==> src/rtl/pwm_pkg.sv <==
// Shared types and constants for the PWM duty-cycle ramp controller.
package pwm_pkg;

    typedef enum logic [1:0] {
        IDLE = 2'd0,
        UP   = 2'd1,
        DOWN = 2'd2
    } ramp_state_t;

    localparam logic [7:0] MAX_DUTY = 8'd100;

    // Saturate a requested duty to the legal 0..100 range.
    function automatic logic [7:0] clamp_duty(input logic [7:0] d);
        return (d > MAX_DUTY) ? MAX_DUTY : d;
    endfunction

endpackage

==> src/rtl/pwm_period_tick.sv <==
// Free-running PWM period counter; tick is high during the last cycle of each period.
module pwm_period_tick #(
    parameter int unsigned CLK_FREQ = 50_000_000,
    parameter int unsigned PWM_FREQ = 1_000
) (
    input  logic clk,
    input  logic rst_n,
    output logic tick
);

    localparam int unsigned PERIOD = CLK_FREQ / PWM_FREQ;
    localparam int unsigned CNT_W  = (PERIOD > 1) ? $clog2(PERIOD) : 1;
    localparam logic [CNT_W-1:0] LAST = CNT_W'(PERIOD - 1);

    logic [CNT_W-1:0] cnt;
    logic [CNT_W-1:0] cnt_next;

    always_comb begin
        cnt_next = (cnt == LAST) ? '0 : cnt + CNT_W'(1);
    end

    // tick is registered from the next count so it lines up with cnt == PERIOD-1.
    always_ff @(posedge clk or negedge rst_n) begin
        if (!rst_n) begin
            cnt  <= '0;
            tick <= (PERIOD == 1);
        end else begin
            cnt  <= cnt_next;
            tick <= (cnt_next == LAST);
        end
    end

endmodule

==> src/rtl/pwm_ramp_ctrl.sv <==
// Duty-cycle sequencer: ramps the PWM duty toward a requested target in 1 % steps
// aligned to PWM period boundaries, with instant-apply and emergency-stop paths.
module pwm_ramp_ctrl
    import pwm_pkg::*;
#(
    parameter int unsigned CLK_FREQ     = 50_000_000,
    parameter int unsigned PWM_FREQ     = 1_000,
    parameter int unsigned STEP_PERIODS = 4
) (
    input  logic       clk,
    input  logic       rst_n,
    input  logic       req_valid,
    output logic       req_ready,
    input  logic [7:0] req_target,
    input  logic       req_instant,
    input  logic       stop,
    output logic [7:0] duty_cycle,
    output logic       busy,
    output logic       done
);

    localparam int unsigned STEP_W = $clog2(STEP_PERIODS + 1);
    localparam logic [STEP_W-1:0] STEP_LAST = STEP_W'(STEP_PERIODS - 1);

    ramp_state_t       state;
    logic [7:0]        tgt;
    logic [STEP_W-1:0] step_cnt;
    logic              tick;
    logic [7:0]        req_tgt_c;
    logic [7:0]        duty_step_c;

    pwm_period_tick #(
        .CLK_FREQ (CLK_FREQ),
        .PWM_FREQ (PWM_FREQ)
    ) u_period_tick (
        .clk   (clk),
        .rst_n (rst_n),
        .tick  (tick)
    );

    assign req_ready = (state == IDLE) && !stop;
    assign req_tgt_c = clamp_duty(req_target);

    // Next duty for a step, saturated so duty never leaves 0..100.
    always_comb begin
        duty_step_c = duty_cycle;
        if (state == UP && duty_cycle < MAX_DUTY) begin
            duty_step_c = duty_cycle + 8'd1;
        end else if (state == DOWN && duty_cycle != 8'd0) begin
            duty_step_c = duty_cycle - 8'd1;
        end
    end

    always_ff @(posedge clk or negedge rst_n) begin
        if (!rst_n) begin
            state      <= IDLE;
            tgt        <= 8'd0;
            step_cnt   <= '0;
            duty_cycle <= 8'd0;
            busy       <= 1'b0;
            done       <= 1'b0;
        end else begin
            done <= 1'b0;
            if (stop) begin
                // Emergency stop overrides requests and any coincident step.
                state      <= IDLE;
                step_cnt   <= '0;
                duty_cycle <= 8'd0;
                busy       <= 1'b0;
            end else begin
                case (state)
                    IDLE: begin
                        if (req_valid) begin
                            tgt      <= req_tgt_c;
                            step_cnt <= '0;
                            if (req_instant) begin
                                duty_cycle <= req_tgt_c;
                                done       <= 1'b1;
                            end else if (req_tgt_c == duty_cycle) begin
                                done <= 1'b1;
                            end else if (req_tgt_c > duty_cycle) begin
                                state <= UP;
                                busy  <= 1'b1;
                            end else begin
                                state <= DOWN;
                                busy  <= 1'b1;
                            end
                        end
                    end
                    UP, DOWN: begin
                        if (tick) begin
                            if (step_cnt == STEP_LAST) begin
                                step_cnt   <= '0;
                                duty_cycle <= duty_step_c;
                                if (duty_step_c == tgt) begin
                                    state <= IDLE;
                                    busy  <= 1'b0;
                                    done  <= 1'b1;
                                end
                            end else begin
                                step_cnt <= step_cnt + STEP_W'(1);
                            end
                        end
                    end
                    default: begin
                        state <= IDLE;
                        busy  <= 1'b0;
                    end
                endcase
            end
        end
    end

endmodule

==> config.mk <==
export PLATFORM = sky130hd
export DESIGN_NAME = pwm_ramp_ctrl
export DESIGN_NICKNAME = d
export VERILOG_FILES = /design/src/rtl/pwm_pkg.sv /design/src/rtl/pwm_period_tick.sv /design/src/rtl/pwm_ramp_ctrl.sv
export SDC_FILE = /design/constraint.sdc
export NUM_CORES = 1
export LEC_CHECK = 0
export CAP_MARGIN = 20
export CORE_UTILIZATION = 55
export CTS_CLUSTER_DIAMETER = 150
export DETAILED_ROUTE_END_ITERATION = 8
export DONT_BUFFER_PORTS = 1
export PLACE_DENSITY_LB_ADDON = 0.08
export SLEW_MARGIN = 10
export SYNTH_ARGS = -nofsm -noshare
export SYNTH_HDL_FRONTEND = slang
export SYNTH_HIERARCHICAL = 1
export SYNTH_SLANG_ARGS = --single-unit
==> constraint.sdc <==
create_clock -name clk -period 7.4 [get_ports clk]
set_input_delay 0.37 -clock clk [delete_from_list [all_inputs] [get_ports clk]]
set_output_delay 0.37 -clock clk [all_outputs]
set_load 0.01 [all_outputs]
After elaboration in Yosys (flattened, before gate mapping) --
Index checks and enable logic that the tools add are counted.
Word-level totals: register bits 40, input port bits 13, word-level logic and storage cells 82
Operators by class: add/subtract/negate cells 4, $lt $le $gt $ge 3, equality and inequality tests 14, multiplexer cells 40, bitwise gates (word level) 1, reduce and logical (&&, ||, !) cells 12
Operators by type and width (count):
- $mux 8 | 8
- $eq 16x16->1 const B | 2
- $ne 3x3->1 const B | 6
- $add 16x1->16 const B | 1
- $eq 8x8->1 | 2
- $mux 16 | 1
- $mux 2 | 8
- $pmux 8 s2 | 1
- $mux 1 | 14
- $mux 3 | 4
- $add 8x1->8 const B | 1
- $gt 8x7->1 const B | 1
- $gt 8x8->1 | 1
- $lt 8x7->1 const B | 1
- $reduce_bool 8->1 | 1
- $sub 8x1->8 const B | 1
- $pmux 3 s2 | 1
- $reduce_and 3->1 | 2
- $reduce_and 6->1 | 1
- $reduce_and 5->1 | 1
- $pmux 1 s2 | 2
- $pmux 2 s2 | 1
- $add 3x1->3 const B | 1
- $eq 3x2->1 const B | 1
- 9 further kinds | 11

Depth between registers and ports, before layout --
Gate-level depths: netlist (run 1).
depth after elaboration 10, gate-level depth with buffers 14, gate-level depth less buffers 14

Cells and area by module --
Netlist (run 1), hierarchy kept.
By module, submodules not included:
- pwm_ramp_ctrl | times used 1, cells each 248, area an instance 2050.7 µm², seq. area each 575.6 µm²
- pwm_period_tick | times used 1, cells each 90, area an instance 959.7 µm², seq. area each 425.4 µm²

Least setup slack after synthesis (run 1) --
No wires, ideal clock.
kind register -> register, start point register duty_cycle[0], end point register busy, library setup time 0.125 ns, arrival time 2.707 ns, data required time 7.275 ns, slack 4.568 ns, cell stages (with the launch flop) 12, path buffers 2, cells stage by stage dfrtp_1 clkbuf_1 inv_1 ha_1 and3_1 buf_2 or3_4 and4_1 nor4_1 and4b_2 a31oi_4 mux2_4
On the way: word-level cells in the longest chain between the ends 7, elaborated cells between the ends (all ways) 13
Ends and longest elaborated chain:
- start: declaration | line pwm_ramp_ctrl.sv:17 | output logic [7:0] duty_cycle,
- start signal: assignment | line pwm_ramp_ctrl.sv:77 | duty_cycle <= req_tgt_c;
- start signal: assignment | line pwm_ramp_ctrl.sv:94 | duty_cycle <= duty_step_c;
- branches (longest 6 deep; another with $sub 8x1->8)
- $reduce_and 6->1 (no line) *
- end signal: assignment | line pwm_ramp_ctrl.sv:60 | busy <= 1'b0;
- end signal: assignment | line pwm_ramp_ctrl.sv:97 | busy <= 1'b0;
- end signal: assignment | line pwm_ramp_ctrl.sv:107 | busy <= 1'b0;
- end: declaration | line pwm_ramp_ctrl.sv:18 | output logic busy,
Mark *: on every way between the ends. A chain may end at the register's enable or synchronous reset.

Worst setup path in the final report (run 1) --
start point register state[1], end point register busy
On the way: word-level cells in the longest chain between the ends 7, elaborated cells between the ends (all ways) 18
Ends and longest elaborated chain:
- start: declaration | line pwm_ramp_ctrl.sv:25 | ramp_state_t state;
- start signal: assignment | line pwm_ramp_ctrl.sv:56 | state <= IDLE;
- start signal: assignment | line pwm_ramp_ctrl.sv:66 | state <= IDLE;
- start signal: assignment | line pwm_ramp_ctrl.sv:82 | state <= UP;
- $eq 2x2->1 | line pwm_ramp_ctrl.sv:49, pwm_ramp_ctrl.sv:71
- $logic_and 1x1->1 | line pwm_ramp_ctrl.sv:49 | end else if (state == DOWN && duty_cycle != 8'd0) begin
- $mux 8 | line pwm_ramp_ctrl.sv:49
- $mux 8 | line pwm_ramp_ctrl.sv:47 | if (state == UP && duty_cycle < MAX_DUTY) begin
- $eq 8x8->1 | line pwm_ramp_ctrl.sv:95 | if (duty_step_c == tgt) begin
- $ne 3x3->1 (no line)
- $reduce_and 6->1 (no line)
Several ways; a longest one is shown, not always the timed one.

==> results.json, run 1 <==
{
  "syn_to_final_growth_pct": 4.90,
  "synth-edff-count": 0,
  "yosysTopAreaCell": "dfrtp_1",
  "rsz0062_at_grt": "no",
  "peakVddDrop_mv": 0.250,
  "max-cap-violations": 0,
  "root_buffer": "clkbuf_8",
  "hpwl_um": 5300,
  "synth_top_area_share_pct": 33.3,
  "fin_hold_ws_ps": 130,
  "grt_max_degree": 41,
  "holdPathEnd": "done",
  "finalCriticalPeriod_ps": 3030,
  "clockBufferDepth": 2,
  "pwr-share-comb_pct": 51.9,
  "ant_nets": 0,
  "grt_overflow": 0,
  "synthArstFlopShare_pct": 100,
  "clock_latency_ps": 300,
  "fin_cells": 405,
  "die_w_um": 76.0,
  "grtUsageTotal_pct": 25.8,
  "synth_top_cells_by_count": "40 x dfrtp_1, 33 x nand2_1, 30 x nor2_1, 23 x inv_1, 18 x o21ai_0",
  "clkSinkCount": 40,
  "port_buffers": 0,
  "path_class": "reg -> reg",
  "clkPwrFrac_pct": 14.7,
  "slowest_stage": "dfrtp_1",
  "antenna_cells": 0,
  "setup_tns_ps": 0,
  "required_ps": 7590,
  "drive_above_1_share_pct": 11.0,
  "avgSynthCellArea_sq_um": 8.91,
  "rr_worst_depth": 10,
  "maxSlewHeadroom_pct": 55.4,
  "synth.most_common_cell": "dfrtp_1",
  "cts-buffers-inserted": 5,
  "worstHoldPathCells": 1,
  "switching_share_pct": 46.3,
  "dp.cells": 395,
  "cts_tree": "yes",
  "crit_chain": "inv_1 > ha_1 > nor2b_1 > o21ai_0 > and2_1 > xnor2_1 > nor4_1 > and4b_2 > a31oi_4 > mux2_4",
  "num_vias": 2446,
  "synthTopCellsByArea": "dfrtp_1 33%, ha_1 7.1%, nand2_1 4.1%, nor2_1 3.7%, xnor2_1 3.5%",
  "grt_pass1_wl_um": 11700,
  "fillers": 472,
  "grt_pass1_vias": 2248,
  "critical_path.max_fanout": 7,
  "fin_crit_sh_pct": 40.9,
  "ys_seq_area_share_pct": 33.3,
  "switchingPower_uw": 487,
  "hold_viol": 0,
  "maxSlewViolCount": 0,
  "skew_ps": 9.01,
  "yosys_warnings": 6,
  "fin_nets": 364,
  "powerDensity_nw_per_um2": 333,
  "core_sq_um": 5200,
  "drt_iter0_drc": 198,
  "max_stage_delay_ps": 420,
  "max_freq_ghz": 0.330,
  "die_h_um": 76.0,
  "synthCells": 338,
  "ys_types": 67,
  "cp-start-kind": "register",
  "ys_ff_latch": 40,
  "wirelength_um": 7000,
  "num_rows": 26,
  "clk_pin_slew_ps": 80,
  "min_path_type": "in -> reg",
  "routabilityCongestion": 0.905,
  "drc_errors": 0,
  "antenna_found_initial": 0,
  "post-route-util_pct": 60.7,
  "crit_path_end_kind": "register",
  "die_area_sq_um": 5770,
  "dr.pass1.iters": 7,
  "viasPerCell": 6.04,
  "p_seq_share_pct": 33.4,
  "cts_post_setup_buffers_inserted": 0,
  "power.internal_uw": 565,
  "arrival_ps": 3220,
  "status": "finished, final reports clean",
  "regToRegStartpoint": "state[1]",
  "synth.cell_area_sq_um": 3010,
  "setup_viol": 0,
  "min-delay-start": "stop",
  "rrSetupSlack_ps": 4370,
  "start_util_pct": 57.8,
  "synthesis.nets": 368,
  "p_leak_uw": 0.00134,
  "tightest_slew_ps": 663,
  "r2r-end": "busy",
  "wl_per_cell_um": 17.3,
  "htree_levels": 2,
  "synth_ff_type": "dfrtp_1",
  "pin_count": 24
}
==> worst max-delay path, delay by kind of cell, from the launching register on <==
kind	cells	cell delay (ps)
simple gates	4	1060
compound gates	2	570
flops	1	420
mux	1	320
xor+xnor	1	270
fa+ha+maj	1	200
buf+inv	1	90
==> layer usage <==
layer / up-vias / track usage [%] / wire length, um
li1: 1206 / - / -
met1: 1141 / 38.7 / 3470
met2: 87 / 37.6 / 3010
met3: 12 / 5.75 / 420
met4: 0 / 6.73 / 91
met5: - / 0 / 0
==> cell families after synthesis <==
family / after synthesis / share of synthesized area [%]
adders and majority gates: 17 / 7.07
other: 1 / 0.125
and+or+nand+nor: 132 / 25.0
buffers and inverters: 37 / 5.36
muxes: 13 / 4.82
AOI/OAI and AO/OA: 75 / 17.7
xor gates and xnor gates: 23 / 6.69
DFF: 40 / 33.3
==> flip-flops by register name (all words and copies together) (netlist names) <==
| register | count |
|---|---|
| u_period_tick/cnt | 16 |
| done | 1 |
| step_cnt | 3 |
| tgt | 8 |
| busy | 1 |
| u_period_tick/tick | 1 |
| state | 2 |
| duty_cycle | 8 |
==> layout by cell type, fill, tap and decap left out, types with 7 or more instances in the layout <==
master and count:
nand3_1 7, nand2_1 33, xnor2_1 12, inv_1 23
nand4_1 8, mux2i_1 7, nor2_1 30, o21ai_0 18
dfrtp_1 40, ha_1 17, xor2_1 11, a21oi_1 13
==> how the worst max path moves through the flow <==
stage             startpoint        to  cells past startpoint
6_report            state[1]      busy                     10
5_1_grt             state[1]      busy                     10
4_1_cts             state[1]      busy                     10
3_5_place_dp   req_target[0]      busy                     12
3_3_place_gp   req_target[0]  state[1]                     12
2_1_floorplan  duty_cycle[0]      busy                     11
==> layout make-up <==
class | count | area (sq um) | share of cell area, %
multi-input combinational | 261 | 1850 | 58.5
sequential | 40 | 1000 | 31.7
tap | 70 | 87.6 | 2.77
inverter | 23 | 86.3 | 2.73
clock buffer | 6 | 82.6 | 2.61
timing repair buffer | 3 | 37.5 | 1.19
clock inverter | 2 | 15.0 | 0.475
==> metrics by stage <==
step | cell area [sq um] | total power (uW) | worst slack (ps)
after floorplan | 3010 | 769 | 4570
after global placement | 3030 | 880 | 4370
after detailed placement | 3030 | 885 | 4350
after CTS | 3160 | 1050 | 4400
after global routing | 3160 | 1140 | 4140
final | 3160 | 1050 | 4370
==> power groups by stage <==
stage	Sequential, uW	Clock (uW)	Combinational, uW
5_1_grt	360	168	609
6_report	352	155	546
4_1_cts	350	160	540
2_1_floorplan	312	0	457
3_5_place_dp	355	0	530
3_3_place_gp	354	0	527
==> repair_timing <==
item | CTS | global route
hold buffers | 2 | 0
gates resized for setup | 0 | 0
hold endpoints to repair | 40 | 0
No activity file was read; power rests on OpenSTA's default activity.
==> run 2, diff against run 1 <==
--- a/config.mk
+++ b/config.mk
@@ -5,6 +5,7 @@
 export SDC_FILE = /design/constraint.sdc
 export NUM_CORES = 1
 export LEC_CHECK = 0
+export ABC_AREA = 1
 export CAP_MARGIN = 20
 export CORE_UTILIZATION = 55
 export CTS_CLUSTER_DIAMETER = 150
==> constraint.sdc (replaced) <==
create_clock -name clk -period 2.6 [get_ports clk]
set_input_delay 0.13 -clock clk [delete_from_list [all_inputs] [get_ports clk]]
set_output_delay 0.13 -clock clk [all_outputs]
set_load 0.01 [all_outputs]
==> results.json, run 2 <==
{
  "yosysTopAreaCell": "dfrtp_1",
  "num_rows": 26,
  "post-route-util_pct": 63.5,
  "cts_post_setup_buffers_inserted": 0,
  "power.internal_uw": 1590,
  "crit_chain": "inv_1 > ha_1 > inv_2 > nor2_1 > nand2_1 > nand3_1 > nor3_4 > inv_1 > or2_1 > inv_2 > o21ai_0 > o22ai_1",
  "core_sq_um": 5270,
  "required_ps": 2820,
  "critPathTopFamily": "simple AND/OR/NAND/NOR gates",
  "clock_latency_ps": 300,
  "drt_iter0_drc": 174,
  "synth_top_area_share_pct": 32.4,
  "die_area_sq_um": 5920,
  "finalCriticalPeriod_ps": 2270,
  "critical_path.max_fanout": 8,
  "maxSlewHeadroom_pct": 66.2,
  "grtUsageTotal_pct": 27.8,
  "synth.most_common_cell": "nand2_1",
  "die_h_um": 76.9,
  "clockBufferDepth": 2,
  "ys_types": 34,
  "synth_top_cells_by_count": "138 x nand2_1, 59 x inv_1, 45 x nor2_1, 41 x nand3_1, 40 x dfrtp_1",
  "drc_errors": 0,
  "fillers": 507,
  "grt_pass1_wl_um": 12900,
  "largestRegisters": "u_period_tick/cnt (16), duty_cycle (8), tgt (8)",
  "max_freq_ghz": 0.440,
  "synth.cell_area_sq_um": 3090,
  "slowest_stage": "dfrtp_1",
  "ant_nets": 0,
  "synthCells": 460,
  "maxSlewViolCount": 0,
  "largest_register_ffs": 16,
  "die_w_um": 76.9,
  "fin_total_pwr_uw": 3210,
  "antenna_cells": 0,
  "synthesis.nets": 490,
  "cp-start-kind": "register",
  "fin_hold_ws_ps": 14.5,
  "final_common_cell": "nand2_1",
  "dp.cells": 535,
  "powerDensity_nw_per_um2": 959,
  "fin_crit_sh_pct": 87.4,
  "ys_ff_latch": 40,
  "synth_ff_type": "dfrtp_1",
  "hpwl_um": 5820,
  "setup_viol": 0,
  "synth-edff-count": 0,
  "synthArstFlopShare_pct": 100,
  "start_util_pct": 58.6,
  "fin_cells": 546,
  "clkPwrFrac_pct": 12.7,
  "arrival_ps": 2490,
  "port_buffers": 0,
  "path_class": "reg -> reg",
  "regMostFlops": "u_period_tick/cnt",
  "ys_seq_area_share_pct": 32.4,
  "min_path_type": "in -> reg",
  "status": "finished, final reports clean",
  "wl_per_cell_um": 13.5,
  "avgSynthCellArea_sq_um": 6.71,
  "clk_pin_slew_ps": 80,
  "num_vias": 2878,
  "p_leak_uw": 0.00175,
  "cts-buffers-inserted": 5,
  "wirelength_um": 7390,
  "p_seq_share_pct": 28.0,
  "crit_path_end_kind": "register",
  "pin_count": 24,
  "peakVddDrop_mv": 0.570,
  "hold_viol": 0,
  "root_buffer": "clkbuf_8",
  "routabilityCongestion": 0.921,
  "synthTopCellsByArea": "dfrtp_1 32%, nand2_1 17%, inv_1 7.2%, ha_1 6.9%, nand3_1 6.6%",
  "switchingPower_uw": 1610,
  "drive_above_1_share_pct": 11.8,
  "tightest_slew_ps": 503,
  "max-cap-violations": 0,
  "grt_pass1_vias": 2862,
  "grt_max_degree": 41,
  "switching_share_pct": 50.3,
  "critPathBufInv": 4,
  "viasPerCell": 5.27,
  "fin_nets": 506,
  "dr.pass1.iters": 5,
  "antenna_found_initial": 0,
  "htree_levels": 2,
  "cts_tree": "yes",
  "setup_tns_ps": 0,
  "grt_overflow": 0,
  "yosys_warnings": 6,
  "rsz0062_at_grt": "no",
  "layout_common_cells": "138 x nand2_1, 59 x inv_1, 45 x nor2_1, 41 x nand3_1, 40 x dfrtp_1",
  "syn_to_final_growth_pct": 8.35,
  "pwr-share-comb_pct": 59.4,
  "max_stage_delay_ps": 420,
  "skew_ps": 9.98,
  "clkSinkCount": 40
}
[run 2: cell count changes after synthesis, moves of 8 or more]
cell / change
nand2_1: +105
inv_1: +36
nand3_1: +34
nor2_1: +15
nor2_2: +11
xnor2_1: -10
clkbuf_1: -8
inv_2: +8
[run 2: kinds of logic after synthesis]
| family | share of synthesized area [%] |
|---|---|
| other | 0.121 |
| and+or+nand+nor | 40.1 |
| AOI/OAI and AO/OA | 9.08 |
| adders and majority gates | 6.89 |
| buffers and inverters | 9.08 |
| DFF | 32.4 |
| xor gates and xnor gates | 2.27 |
[run 2: worst register-to-register path: cells and delay by family (launching register included)]
family,cells,cell delay (ps)
adder cells (fa/ha/maj),1,320
flip-flops,1,420
buffers and inverters,4,420
AND/OR/NAND/NOR,5,770
AO/OA/AOI/OAI,2,260
[run 2: layout make-up]
class	count	area, sq um	area share, %
Multi-Input combinational cell	349	1810	54.0
Clock buffer	5	68.8	2.06
Inverter	67	251	7.52
Clock inverter	2	12.5	0.374
Sequential cell	40	1000	29.9
Timing Repair Buffer	13	118	3.52
Tap cell	70	87.6	2.62
[run 2: per-layer routing]
| metal | routed length [um] | global-route usage [%] | up-vias | share of wire [%] |
|---|---|---|---|---|
| met2 | 3710 | 50.1 | 59 | 50 |
| met1 | 3290 | 34.1 | 1311 | 44 |
| li1 | - | - | 1498 | - |
| met4 | 108 | 8.65 | 0 | 1.5 |
| met5 | 0 | 0 | - | 0 |
| met3 | 278 | 3.69 | 10 | 3.8 |
[run 2: through the flow]
step	instance area, sq um	worst slack [ps]
floorplan	3090	483
global placement	3210	397
detailed placement	3210	349
CTS	3340	342
global route	3340	27.5
finish	3340	326
[run 2: repair_timing]
action / 4_1_cts / 5_1_grt
hold endpoints to repair: 41 / 0
hold buffers: 4 / 0
resized for setup: 0 / 0
[run 2: final timing paths]
check / start / endpoint / slack (ps) / cells after the start
worst max-delay path: state[0] / duty_cycle[6] / 330 / 12
worst min-delay path: stop / state[1] / 10 / 3
worst max register to register: state[0] / duty_cycle[6] / 330 / 12
worst min register to register: u_period_tick/cnt[0] / u_period_tick/cnt[0] / 500 / 1
max in group asynchronous: rst_n / u_period_tick/cnt[15] / 2120 / 2
min in group asynchronous: rst_n / u_period_tick/cnt[4] / 280 / 2
[run 2: power by group through the flow]
stage	Combinational, uW	Clock, uW	Sequential, uW
after floorplan	1420	0	891
after global placement	1830	0	901
after detailed placement	1870	0	904
after CTS	1890	417	893
after global routing	2180	444	913
final	1900	407	897
